==> config.mk <==
export PLATFORM = sky130hd
export DESIGN_NAME = fetch_stage
export DESIGN_NICKNAME = d
export VERILOG_FILES = /design/src/rtl/mips_pkg.sv /design/src/rtl/if_id_reg.sv /design/src/rtl/fetch_stage.sv
export SDC_FILE = /design/constraint.sdc
export NUM_CORES = 1
export LEC_CHECK = 0
export CAP_MARGIN = 20
export CORE_MARGIN = 2
export CORE_UTILIZATION = 55
export DETAILED_ROUTE_END_ITERATION = 16
export DONT_BUFFER_PORTS = 1
export PLACE_DENSITY = 0.7
export SLEW_MARGIN = 10
export SYNTH_ARGS = -nofsm -noshare
export SYNTH_HDL_FRONTEND = slang
export SYNTH_SLANG_ARGS = --single-unit
==> constraint.sdc <==
create_clock -name clk -period 2.8 [get_ports clk]
set_input_delay 0.56 -clock clk [delete_from_list [all_inputs] [get_ports clk]]
set_output_delay 0.56 -clock clk [all_outputs]
set_load 0.005 [all_outputs]
==> src/rtl/mips_pkg.sv <==
// Shared types and constants for the MIPS pipeline front end.
package mips_pkg;

  localparam int unsigned INSTR_W = 32;
  localparam int unsigned OP_MSB  = 31;
  localparam int unsigned OP_LSB  = 26;
  localparam int unsigned OP_W    = OP_MSB - OP_LSB + 1;

  localparam logic [INSTR_W-1:0] NOP_INSTR  = 32'h0000_0000;
  localparam logic [INSTR_W-1:0] WORD_MASK  = 32'hFFFF_FFFC;
  localparam logic [INSTR_W-1:0] PC_STEP    = 32'h0000_0004;

  // Fetch control: FETCH issues requests, DROP waits out a squashed
  // request, HOLD parks one returned instruction while ID is stalled.
  typedef enum logic [1:0] {
    FETCH = 2'd0,
    DROP  = 2'd1,
    HOLD  = 2'd2
  } fetch_state_t;

  // IF/ID pipeline register payload.
  typedef struct packed {
    logic [INSTR_W-1:0] instr;
    logic [INSTR_W-1:0] pc4;
    logic               valid;
  } if_id_t;

  // Force a fetch target onto a word boundary.
  function automatic logic [INSTR_W-1:0] align_word(input logic [INSTR_W-1:0] addr);
    return addr & WORD_MASK;
  endfunction

endpackage

==> src/rtl/if_id_reg.sv <==
// IF/ID pipeline register: reset > flush (bubble) > stall (hold) > load.
module if_id_reg
  import mips_pkg::*;
(
  input  logic   clk,
  input  logic   reset,
  input  logic   flush,
  input  logic   stall,
  input  if_id_t d,
  output if_id_t q
);

  // Bubble on reset or flush, otherwise capture unless ID is stalled.
  always_ff @(posedge clk) begin
    if (reset || flush) begin
      q <= '0;
    end else if (!stall) begin
      q <= d;
    end
  end

endmodule

==> src/rtl/fetch_stage.sv <==
// Instruction fetch: PC, imem handshake, skid buffer and IF/ID register.
module fetch_stage
  import mips_pkg::*;
#(
  parameter logic [INSTR_W-1:0] RESET_PC = 32'h0000_0000
) (
  input  logic               clk,
  input  logic               reset,
  input  logic               stall_f,
  input  logic               flush_d,
  input  logic               redirect,
  input  logic [INSTR_W-1:0] redirect_pc,
  output logic               imem_req,
  output logic [INSTR_W-1:0] imem_addr,
  input  logic               imem_ready,
  input  logic [INSTR_W-1:0] imem_rdata,
  output logic [INSTR_W-1:0] instr_d,
  output logic [OP_W-1:0]    op_d,
  output logic [INSTR_W-1:0] pc_plus4_d,
  output logic               valid_d
);

  fetch_state_t       state;
  logic [INSTR_W-1:0] pc_f;
  logic [INSTR_W-1:0] pc_plus4_f;
  logic [INSTR_W-1:0] pend_pc;
  logic [INSTR_W-1:0] buf_instr;
  logic [INSTR_W-1:0] buf_pc4;
  logic [INSTR_W-1:0] redirect_tgt;
  if_id_t             if_id_load;
  if_id_t             if_id_q;

  assign pc_plus4_f   = pc_f + PC_STEP;
  assign redirect_tgt = align_word(redirect_pc);

  // A request is outstanding in FETCH and DROP; the address is the PC,
  // which only moves when the outstanding request completes or in HOLD.
  assign imem_req  = (state != HOLD) && !reset;
  assign imem_addr = pc_f;

  // Candidate IF/ID contents; a bubble unless a real instruction is ready.
  always_comb begin
    if_id_load = '0;
    case (state)
      FETCH: begin
        if (imem_ready && !redirect) begin
          if_id_load = '{instr: imem_rdata, pc4: pc_plus4_f, valid: 1'b1};
        end
      end
      HOLD: begin
        if (!redirect) begin
          if_id_load = '{instr: buf_instr, pc4: buf_pc4, valid: 1'b1};
        end
      end
      default: ;
    endcase
  end

  // PC, fetch state machine, skid buffer and pending redirect target.
  always_ff @(posedge clk) begin
    if (reset) begin
      state     <= FETCH;
      pc_f      <= RESET_PC;
      pend_pc   <= RESET_PC;
      buf_instr <= NOP_INSTR;
      buf_pc4   <= '0;
    end else begin
      case (state)
        FETCH: begin
          if (imem_ready) begin
            if (redirect) begin
              pc_f <= redirect_tgt;
            end else begin
              pc_f <= pc_plus4_f;
              if (stall_f) begin
                buf_instr <= imem_rdata;
                buf_pc4   <= pc_plus4_f;
                state     <= HOLD;
              end
            end
          end else if (redirect) begin
            pend_pc <= redirect_tgt;
            state   <= DROP;
          end
        end
        DROP: begin
          // Latest redirect wins, including one arriving with the ready.
          if (imem_ready) begin
            pc_f  <= redirect ? redirect_tgt : pend_pc;
            state <= FETCH;
          end else if (redirect) begin
            pend_pc <= redirect_tgt;
          end
        end
        HOLD: begin
          if (redirect) begin
            pc_f  <= redirect_tgt;
            state <= FETCH;
          end else if (!stall_f) begin
            state <= FETCH;
          end
        end
        default: state <= FETCH;
      endcase
    end
  end

  if_id_reg u_if_id_reg (
    .clk   (clk),
    .reset (reset),
    .flush (flush_d),
    .stall (stall_f),
    .d     (if_id_load),
    .q     (if_id_q)
  );

  assign instr_d    = if_id_q.instr;
  assign op_d       = if_id_q.instr[OP_MSB:OP_LSB];
  assign pc_plus4_d = if_id_q.pc4;
  assign valid_d    = if_id_q.valid;

endmodule

==> out/results.tsv, run 1 <==
stage	metric	value	unit
finish	FILL cells	1529	
drt	Vias	8673	
synth	largest cells by area after synthesis	dfxtp_1 (41%), nand2_1 (7.4%), a21oi_1 (6.5%)	
grt	total track usage	0.286	
placed_design	Inst Count DP	1343	
grt	pin count of the biggest net entering global routing	139	
synth	synthesized flop and latch total	195	
placed_design	I/O Buffers	0	
sta	Period minus WS final	2.38	ns
power	Pint	0.00485	W
sta	Worst Tran Pin Value	0.661	ns
critical_path	Max FO, Critical Path	22	
clock_tree	root buffer cell	clkbuf_16	
sta	Hold Vio Cnt, Final	0	
synth	syn_area_per_cell	7.99	sq um
synth	Net Count, Synth	1279	
finish	ant diodes	0	
synth	Mapped Area	9620	sq um
finish	area of the multi-input gates	5170	sq um
critical_path	crit path capture type	register	
clock_tree	clk buf depth	2	
drt	DRC violations left	0	
synth	Yosys top cell by area	dfxtp_1	
synth	Netlist cell types	74	
drt	1st-pass router iterations	6	
synth	Post-synth top flop	dfxtp_1	
floorplanning	Die X	136	um
synth	most frequent cells after synthesis	dfxtp_1 (195), nand2_1 (190), a21oi_1 (124)	
clock_tree	number of hold buffers added after CTS	0	
critical_path	CP Data Arrival Time	2.70	ns
grt	overflow left after global routing	0	
floorplanning	Initial Utilization	0.560	
sta	Final period util	0.851	
finish	Reg area	3900	sq um
sta	headroom to the max-slew limit	0.558	
clock_tree	CTS tree	done	
synth	sequential area share after synthesis	0.406	
power	switch share	0.304	
grt	GR Util met2	0.419	
clock_tree	Worst-Skew Late Latency	0.43	ns
drt	WL/cell	19.4	um
finish	share of cells above drive strength 1	0.0817	
synth	most used standard cell by instance count after synthesis	dfxtp_1	
clock_tree	clock slew at reported path FFs	0.07	ns
floorplanning	Die H	136	um
synth	ys async rst share	0	
clock_tree	cts bufs inserted	17	
sta	total negative slack	0	ns
critical_path	Setup crit start kind	register	
grt	GRT met3 Usage	0.0787	
drt	Via-to-Cell Ratio	6.30	
job	max-capacitance violation count	0	
sta	unrepaired setup endpoints after global routing	false	
drt	1st-iter DRT viols	876	
sta	Setup-failing EPs final	0	
finish	Post-Layout Cell Count	1376	
sta	Max Fclk	420	MHz
synth	Synth top area share	0.406	
synth	number of enable flip-flop cells after synthesis	0	
power	Logic pwr share	0.181	
critical_path	Setup CP Type	reg2reg	
power	Pwr Total	0.00697	W
grt	vias in the first global route	7700	
finish	Layout area overhead	7.48	%
finish	Final #Nets	1213	
grt	first-pass GRT wire length	42100	um
power	leakage	3.54	nW
status	outcome	finished, final reports clean	
synth	cell count after synthesis	1204	
clock_tree	clk sinks	195	
power	PD cells	674	nW/um^2
clock_tree	htree depth	4	
clock_tree	postcts setup bufs	0	
placed_design	post-DP HPWL	17400	um
critical_path	Critical Path RT	3.12	ns
clock_tree	post-CTS sizing	0	
synth	warnings from Yosys	0	
floorplanning	IO Pins	174	
sta	Clock Skew	0.0155	ns
power	Reg power frac	0.449	
drt	DRT Wirelength	26700	um
grt	gr busiest metal	met2	
grt	M1 GR Usage	0.417	
worst_hold_path	Hold Crit Class	in2reg	
floorplanning	Core ar.	17200	sq um
placed_design	routability cong.	0.868	
grt	initial antenna violation count	0	
sta	Pins Over Slew Limit	0	
sta	WHS	0.195	ns
power	Psw	0.00212	W
power	Peak VDD IR	0.461	mV
floorplanning	# rows	48	
power	Clk pwr share	0.370	
drt	Routed Antenna Nets	0	
floorplanning	die area	18600	sq um
==> metal layers <==
layer	vias up	routed length [um]
met5	-	0
met4	0	269
met3	22	2600
met2	337	11900
met1	4093	12000
li1	4221	-
==> final cells by class <==
type,instances,share of cell area
clock inverters,14,0.0182
clock buffers,18,0.0415
repair buffers,38,0.0300
flip-flops and latches,195,0.378
multi-input cells,870,0.500
well taps,225,0.0272
inverters,16,0.00581
==> worst max-delay path: stages (launching register included) <==
cell	delay [ns]
dfxtp_1	0.42
inv_1	0.10
ha_1	0.33
o21ba_2	0.29
or3_1	0.37
buf_4	0.22
a221o_1	0.32
nor3_1	0.15
a211oi_1	0.07
==> layout by cell type, fill, tap and decap left out, drive strengths merged, types with 5 or more instances in the layout <==
| master | n |
|---|---|
| nor3 | 35 |
| xnor2 | 11 |
| mux2i | 10 |
| a22oi | 66 |
| a221o | 6 |
| nor2b | 5 |
| and2 | 7 |
| a211oi | 33 |
| nor2 | 113 |
| o211a | 5 |
| a21o | 7 |
| nand3 | 22 |
| nand2 | 190 |
| xor2 | 10 |
| a221oi | 8 |
| o21ai | 29 |
| clkbuf | 18 |
| a22o | 60 |
| buf | 38 |
| nand4 | 11 |
| dfxtp | 195 |
| ha | 5 |
| inv | 23 |
| a32oi | 6 |
| and3 | 8 |
| nor4 | 12 |
| a21oi | 124 |
| a21boi | 7 |
| a31oi | 8 |
| nand2b | 7 |
==> per-stage QoR <==
step                      worst slack, ns  cell area, sq um  utilization
after global routing                0.288             10300        0.602
after detailed placement            0.369              9710        0.566
after global placement              0.409              9710        0.566
after floorplan                     0.617              9620            -
final                               0.417             10300        0.602
after CTS                           0.341             10300        0.601
==> registers in the layout, indices dropped and copies added, names as in the netlist <==
name and count:
u_if_id_reg.q 65, buf_instr 32, state 2, pend_pc 32, imem_addr 32, buf_pc4 32
==> logic make-up (layout without fill, tap and decap cells) <==
logic type | count (synthesis) | count (layout) | share of synthesized area
compound gates | 405 | 405 | 0.294
xor+xnor | 21 | 21 | 0.0191
fa+ha+maj | 5 | 5 | 0.00650
buf+inv | 139 | 86 | 0.0604
flops | 195 | 195 | 0.406
mux | 10 | 10 | 0.0104
simple gates | 429 | 429 | 0.203
==> final timing paths <==
check,from,to,slack [ns],depth (start not counted)
setup reg to reg,state[0]$_SDFFE_PP0P_,imem_addr[30]$_SDFFE_PP0P_,0.42,8
setup / recovery,state[0]$_SDFFE_PP0P_,imem_addr[30]$_SDFFE_PP0P_,0.42,8
hold reg to reg,pend_pc[3]$_SDFFE_PP0P_,pend_pc[3]$_SDFFE_PP0P_,0.45,2
hold / removal,reset,imem_addr[26]$_SDFFE_PP0P_,0.20,1
==> power groups by stage <==
stage	Clock (W)	Combinational, W	Sequential [W]
floorplan	0	0.000969	0.00313
global route	0.00272	0.00139	0.00315
CTS	0.00262	0.00124	0.00313
detailed placement	0	0.00123	0.00319
global placement	0	0.00122	0.00319
finish	0.00258	0.00126	0.00313
Power figures use the tool's default switching activity.
==> inputs of run 2 (changes only) <==
--- a/config.mk
+++ b/config.mk
@@ -7,10 +7,9 @@
 export LEC_CHECK = 0
 export CAP_MARGIN = 20
 export CORE_MARGIN = 2
-export CORE_UTILIZATION = 55
+export CORE_UTILIZATION = 35
 export DETAILED_ROUTE_END_ITERATION = 16
 export DONT_BUFFER_PORTS = 1
-export PLACE_DENSITY = 0.7
 export SLEW_MARGIN = 10
 export SYNTH_ARGS = -nofsm -noshare
 export SYNTH_HDL_FRONTEND = slang
==> run 2 against run 1 <==
Net effect:
- utilization shrank 21 points
- maximum frequency down 0.36%
- routed wire length grew 9.0%
- cell count up 8.7%
- critical path type unchanged
- largest cell class unchanged
==> out/results.tsv, run 2 (synthesis results as in run 1) <==
stage	metric	value	unit	change
grt	overflow left after global routing	0		unchanged
critical_path	Setup crit start kind	register		
clock_tree	number of hold buffers added after CTS	0		unchanged
drt	Vias	8552		-1.4%
clock_tree	postcts setup bufs	0		unchanged
drt	Via-to-Cell Ratio	5.72		-9.3%
drt	top layer in use	met4		
grt	pin count of the biggest net entering global routing	139		unchanged
drt	Met3 Wirelength	2500	um	-3.9%
worst_hold_path	Hold Crit Class	in2reg		
drt	WL/cell	19.5	um	+0.24%
sta	WHS	0.192	ns	-0.00353 ns
critical_path	worst r2r path cells	5		-3
floorplanning	Die H	170	um	+25%
critical_path	slowest CP cell	or4_4		
critical_path	flop2flop setup slack	0.41	ns	about the same
finish	ant diodes	0		unchanged
status	outcome	finished, final reports clean		
grt	initial antenna violation count	0		unchanged
drt	1st-iter DRT viols	748		-15%
finish	Biggest register	u_if_id_reg.q		
critical_path	worst path cell trace	nand3_2 > or4_4 > nor4_2 > xnor2_1 > a21boi_0		
power	Peak VDD IR	0.386	mV	-16%
clock_tree	post-CTS sizing	0		unchanged
finish	most frequent cells in the layout	dfxtp_1 (195), nand2_1 (190), a21oi_1 (124)		
clock_tree	cts bufs inserted	17		unchanged
critical_path	launch point of the worst path	imem_addr[7]$_SDFFE_PP0P_		
floorplanning	Initial Utilization	0.357		-0.203
grt	total track usage	0.197		-0.0887
finish	most common cell after layout, fill and taps aside	dfxtp_1		
finish	Final Instance Area	10600	sq um	+2.1%
sta	Clock Skew	0.0188	ns	+0.00329 ns
power	Pwr Total	0.00703	W	+0.88%
power	PD cells	666	nW/um^2	-1.2%
critical_path	Max FO, Critical Path	12		-45%
placed_design	Inst Count DP	1464		+9.0%
sta	total negative slack	0	ns	unchanged
clock_tree	root buffer cell	clkbuf_16		
clock_tree	clk sinks	195		unchanged
grt	vias in the first global route	7692		-0.10%
finish	Final #Nets	1217		+0.33%
sta	Final period util	0.854		+0.00306
sta	headroom to the max-slew limit	0.570		+0.0121
job	max-capacitance violation count	0		unchanged
sta	unrepaired setup endpoints after global routing	false		
finish	Layout area overhead	9.69	%	
drt	Routed Antenna Nets	0		unchanged
critical_path	crit path capture type	register		
placed_design	Placement Cell Area	9910	sq um	+2.0%
clock_tree	clk buf depth	2		unchanged
drt	WL met1	13600	um	+14%
sta	Setup-failing EPs final	0		unchanged
finish	share of cells above drive strength 1	0.0866		+0.00491
placed_design	routability cong.	0.827		-4.8%
floorplanning	Core ar.	27000	sq um	+57%
critical_path	reg-to-reg startpoint	imem_addr[7]$_SDFFE_PP0P_		
drt	met2 wire len	12800	um	+7.2%
critical_path	CP Data Arrival Time	2.70	ns	about the same
sta	Pins Over Slew Limit	0		unchanged
placed_design	I/O Buffers	0		unchanged
floorplanning	die area	28800	sq um	+55%
critical_path	Worst R2R End	u_if_id_reg.q[27]$_SDFFE_PP0N_		
floorplanning	IO Pins	174		unchanged
critical_path	max incr delay on CP	0.70	ns	+0.28 ns
floorplanning	Die X	170	um	+25%
critical_path	Setup CP Type	reg2reg		
power	leakage	3.58	nW	+0.99%
finish	Largest register FFs	65		unchanged
placed_design	post-DP HPWL	19500	um	+12%
drt	DRT Wirelength	29100	um	+9.0%
sta	Max Fclk	418	MHz	-0.36%
clock_tree	htree depth	4		unchanged
finish	FILL cells	2743		+79%
sta	Worst Tran Pin Value	0.640	ns	-0.0216 ns
clock_tree	CTS tree	done		
clock_tree	Worst-Skew Late Latency	0.45	ns	+0.02 ns
drt	1st-pass router iterations	5		-1
critical_path	crit path capture	u_if_id_reg.q[27]$_SDFFE_PP0N_		
critical_path	Critical Path RT	3.11	ns	about the same
worst_hold_path	Hold Crit Depth	1		unchanged
clock_tree	clock slew at reported path FFs	0.08	ns	about the same
finish	Post-Layout Cell Count	1496		+8.7%
drt	DRC violations left	0		unchanged
floorplanning	# rows	60		+25%
grt	first-pass GRT wire length	45300	um	+7.5%
sta	Period minus WS final	2.39	ns	+0.00858 ns
sta	Hold Vio Cnt, Final	0		unchanged
-- run 2: cell types whose count changed in the layout (fill, tap and decap cells not counted), moves of 2 or more --
cell       change
inv_12         +5
clkinv_8       +4
inv_6          -4
buf_4          +3
bufinv_16      -3
clkinv_2       -2
inv_8          +2
-- run 2: report_power, final --
| group | internal (W) | switching (W) |
|---|---|---|
| logic | 0.000497 | 0.000794 |
| clock network | 0.00126 | 0.00136 |
| registers | 0.00293 | 0.000195 |
| total | 0.00468 | 0.00235 |
-- run 2: worst max-delay path: cells and delay by family (launching register included) --
kind / cells / cell delay (ns)
AO/OA/AOI/OAI: 1 / 0.14
flip-flops: 1 / 0.51
XOR/XNOR: 1 / 0.25
AND/OR/NAND/NOR: 3 / 1.35
-- run 2: cell type report --
type | count | area [sq um] | share of cell area
multi-input cells | 870 | 5170 | 0.490
flip-flops and latches | 195 | 3900 | 0.370
well taps | 341 | 427 | 0.0404
clock buffers | 17 | 425 | 0.0403
repair buffers | 42 | 353 | 0.0334
clock inverters | 15 | 214 | 0.0203
inverters | 16 | 60.1 | 0.00569
-- run 2: per-stage QoR --
stage	util	worst slack (ns)
after floorplan	-	0.617
after global placement	0.368	0.452
after detailed placement	0.368	0.418
after CTS	0.392	0.392
after global routing	0.392	0.222
final	0.392	0.408
-- run 2: worst min-delay path by stage --
stage                                     from                         end  slack [ns]
CTS                                      reset    pend_pc[24]$_SDFFE_PP0P_        0.16
detailed placement  buf_instr[16]$_SDFFE_PP0P_  buf_instr[16]$_SDFFE_PP0P_        0.44
finish                                   reset  imem_addr[26]$_SDFFE_PP0P_        0.19
global placement      pend_pc[20]$_SDFFE_PP0P_    pend_pc[20]$_SDFFE_PP0P_        0.44
floorplan             pend_pc[20]$_SDFFE_PP0P_    pend_pc[20]$_SDFFE_PP0P_        0.44
global route                             reset  imem_addr[28]$_SDFFE_PP0P_        0.16
-- run 2: routing by layer --
metal  vias to the layer above  track usage
li1                       4246            -
met1                      4020        0.272
met2                       263        0.299
met3                        23       0.0669
met4                         0       0.0427
met5                         -            0
==> inputs of run 3 (changes only) <==
--- a/config.mk
+++ b/config.mk
@@ -5,8 +5,7 @@
 export SDC_FILE = /design/constraint.sdc
 export NUM_CORES = 1
 export LEC_CHECK = 0
-export CAP_MARGIN = 20
-export CORE_MARGIN = 2
+export CORE_MARGIN = 4
 export CORE_UTILIZATION = 35
 export DETAILED_ROUTE_END_ITERATION = 16
 export DONT_BUFFER_PORTS = 1
==> constraint.sdc (replaced) <==
create_clock -name clk -period 2.8 [get_ports clk]
set_input_delay 0.14 -clock clk [delete_from_list [all_inputs] [get_ports clk]]
set_output_delay 0.14 -clock clk [all_outputs]
set_load 0.005 [all_outputs]
==> run 3 against run 2 <==
Net effect:
- clock power fell by 3%
- first-iteration DRC count up 0.27%
- combinational power is 12% higher
- power grew 1.4%
- maximum frequency decreased by 0.30%
- setup slack got worse by 0.0072 ns
- critical path depth did not move
- die area grew 4.8%
- critical endpoint unchanged
==> out/results.tsv, run 3 (synthesis results as in run 1) <==
stage	metric	value	unit	change
status	outcome	finished, final reports clean		
power	Pwr Total	0.00712	W	+1.4%
critical_path	crit path capture type	register		
critical_path	Setup CP Type	reg2reg		
power	Clk pwr share	0.357		-0.015
drt	Via-to-Cell Ratio	5.75		+0.54%
sta	Max Fclk	417	MHz	-0.30%
clock_tree	Worst-Skew Late Latency	0.44	ns	about the same
grt	vias in the first global route	8298		+7.9%
power	Reg power frac	0.440		-0.004
power	Pint	0.00473	W	+1.1%
clock_tree	clock slew at reported path FFs	0.08	ns	about the same
clock_tree	cts bufs inserted	17		unchanged
sta	Worst Tran Pin Value	0.781	ns	+0.142 ns
grt	total track usage	0.198		+0.000847
job	max-capacitance violation count	0		unchanged
critical_path	largest delay contributor family on the critical path	simple AND/OR/NAND/NOR gates		
critical_path	worst path cell trace	nand3_2 > or4_4 > nor4_2 > xnor2_1 > a21boi_0		
critical_path	CP Data Arrival Time	2.70	ns	about the same
sta	Clock Skew	0.0135	ns	-0.00526 ns
sta	headroom to the max-slew limit	0.479		-0.0905
critical_path	max incr delay on CP	0.70	ns	about the same
placed_design	I/O Buffers	0		unchanged
sta	unrepaired setup endpoints after global routing	false		
sta	Period minus WS final	2.40	ns	+0.00720 ns
sta	fin worst setup slack	0.401	ns	-0.00720 ns
worst_hold_path	Hold Crit Class	in2reg		
power	leakage	3.87	nW	+8.3%
drt	DRC violations left	0		unchanged
floorplanning	IO Pins	174		unchanged
clock_tree	htree depth	4		unchanged
drt	1st-pass router iterations	5		unchanged
sta	Final period util	0.857		+0.00257
finish	share of cells above drive strength 1	0.0810		-0.00557
drt	Routed Antenna Nets	0		unchanged
floorplanning	Core ar.	27000	sq um	+0.28%
sta	Setup-failing EPs final	0		unchanged
placed_design	pre-CTS setup slack	0.443	ns	+0.0250 ns
floorplanning	Initial Utilization	0.356		-0.000991
floorplanning	Die H	174	um	+2.4%
clock_tree	post-CTS sizing	0		unchanged
sta	Hold Vio Cnt, Final	0		unchanged
power	Logic pwr share	0.202		+0.018
power	Psw	0.00239	W	+1.9%
finish	Largest register FFs	65		unchanged
floorplanning	Die X	174	um	+2.4%
clock_tree	clk sinks	195		unchanged
power	switch share	0.335		+0.00179
clock_tree	clk buf depth	2		unchanged
drt	WL/cell	19.8	um	+1.9%
placed_design	post-DP HPWL	19400	um	-0.15%
finish	Layout area overhead	17.4	%	
critical_path	Setup crit start kind	register		
clock_tree	CTS tree	done		
sta	total negative slack	0	ns	unchanged
drt	1st-iter DRT viols	750		+0.27%
finish	most common cell after layout, fill and taps aside	dfxtp_1		
grt	pin count of the biggest net entering global routing	131		-5.8%
placed_design	routability cong.	0.804		-2.8%
finish	Biggest register	u_if_id_reg.q		
grt	initial antenna violation count	0		unchanged
floorplanning	# rows	60		unchanged
grt	first-pass GRT wire length	48800	um	+7.9%
clock_tree	root buffer cell	clkbuf_16		
critical_path	Max FO, Critical Path	12		unchanged
drt	DRT Wirelength	31000	um	+6.4%
finish	Final #Nets	1284		+5.5%
critical_path	Critical Path RT	3.10	ns	about the same
finish	most frequent cells in the layout	dfxtp_1 (195), nand2_1 (190), a21oi_1 (124)		
power	PD cells	631	nW/um^2	-5.3%
drt	Vias	8983		+5.0%
critical_path	slowest CP cell	or4_4		
critical_path	Worst Path Buf+Inv	0		unchanged
floorplanning	die area	30200	sq um	+4.8%
power	Peak VDD IR	0.378	mV	-2.0%
finish	ant diodes	0		unchanged
sta	Pins Over Slew Limit	0		unchanged
grt	overflow left after global routing	0		unchanged
-- run 3: cell types whose count changed in the layout (fill, tap and decap cells not counted), sizes merged --
cell	delta
clkinv	+4
dlygate4sd3	+67
inv	-4
-- run 3: repair_timing --
item                                    in CTS  in global routing
setup buffers                                0                  0
endpoints found under the setup margin       0                  0
endpoints found under the hold margin      187                  0
hold buffers                                69                  0
-- run 3: cell type report --
type                            count  area (sq um)
Fill cell                        2710         15700
Clock buffer                       17           425
Multi-Input combinational cell    870          5170
Sequential cell                   195          3900
Inverter                           16          60.1
Clock inverter                     15           206
Tap cell                          341           427
Timing Repair Buffer              109          1100
-- run 3: power by group through the flow --
stage / registers [W] / logic, W / clock network, W
final: 0.00314 / 0.00144 / 0.00255
after global routing: 0.00316 / 0.00158 / 0.00269
after CTS: 0.00313 / 0.00143 / 0.00260
after detailed placement: 0.00320 / 0.00127 / 0
after global placement: 0.00319 / 0.00126 / 0
after floorplan: 0.00313 / 0.000969 / 0
-- run 3: worst paths after layout --
kind                                                        to  cells past startpoint                      start  slack (ns)
worst min-delay path            u_if_id_reg.q[18]$_SDFFE_PP0N_                      2                    flush_d        0.01
worst max-delay path            u_if_id_reg.q[27]$_SDFFE_PP0N_                      5  imem_addr[7]$_SDFFE_PP0P_        0.40
worst max register to register  u_if_id_reg.q[27]$_SDFFE_PP0N_                      5  imem_addr[7]$_SDFFE_PP0P_        0.40
worst min register to register       buf_instr[8]$_SDFFE_PP0P_                      2  buf_instr[8]$_SDFFE_PP0P_        0.46
-- run 3: layer usage --
layer / vias up / part of all wire / GRT usage
met3: 30 / 0.074 / 0.0515
met4: 0 / 0.018 / 0.0505
met1: 4265 / 0.47 / 0.281
met5: - / 0 / 0
li1: 4381 / - / -
met2: 307 / 0.44 / 0.301
-- run 3: metrics by stage --
| step | hold slack [ns] | instance area (sq um) | util | cells |
|---|---|---|---|---|
| final | 0.00993 | 11300 | 0.418 | 1563 |
| after global routing | 0.0141 | 11300 | 0.418 | 1563 |
| after CTS | 0.000647 | 11300 | 0.418 | 1563 |
| after detailed placement | 0.223 | 9930 | 0.368 | 1462 |
| after global placement | 0.218 | 9930 | 0.368 | 1462 |
| after floorplan | 0.276 | 9620 | - | 1204 |
-- run 3: worst reg2reg max path, cell delays in order, from the launching register on --
cell and delay, ns:
dfxtp_1 0.51, nand3_2 0.27, or4_4 0.70, nor4_2 0.37
xnor2_1 0.26, a21boi_0 0.15
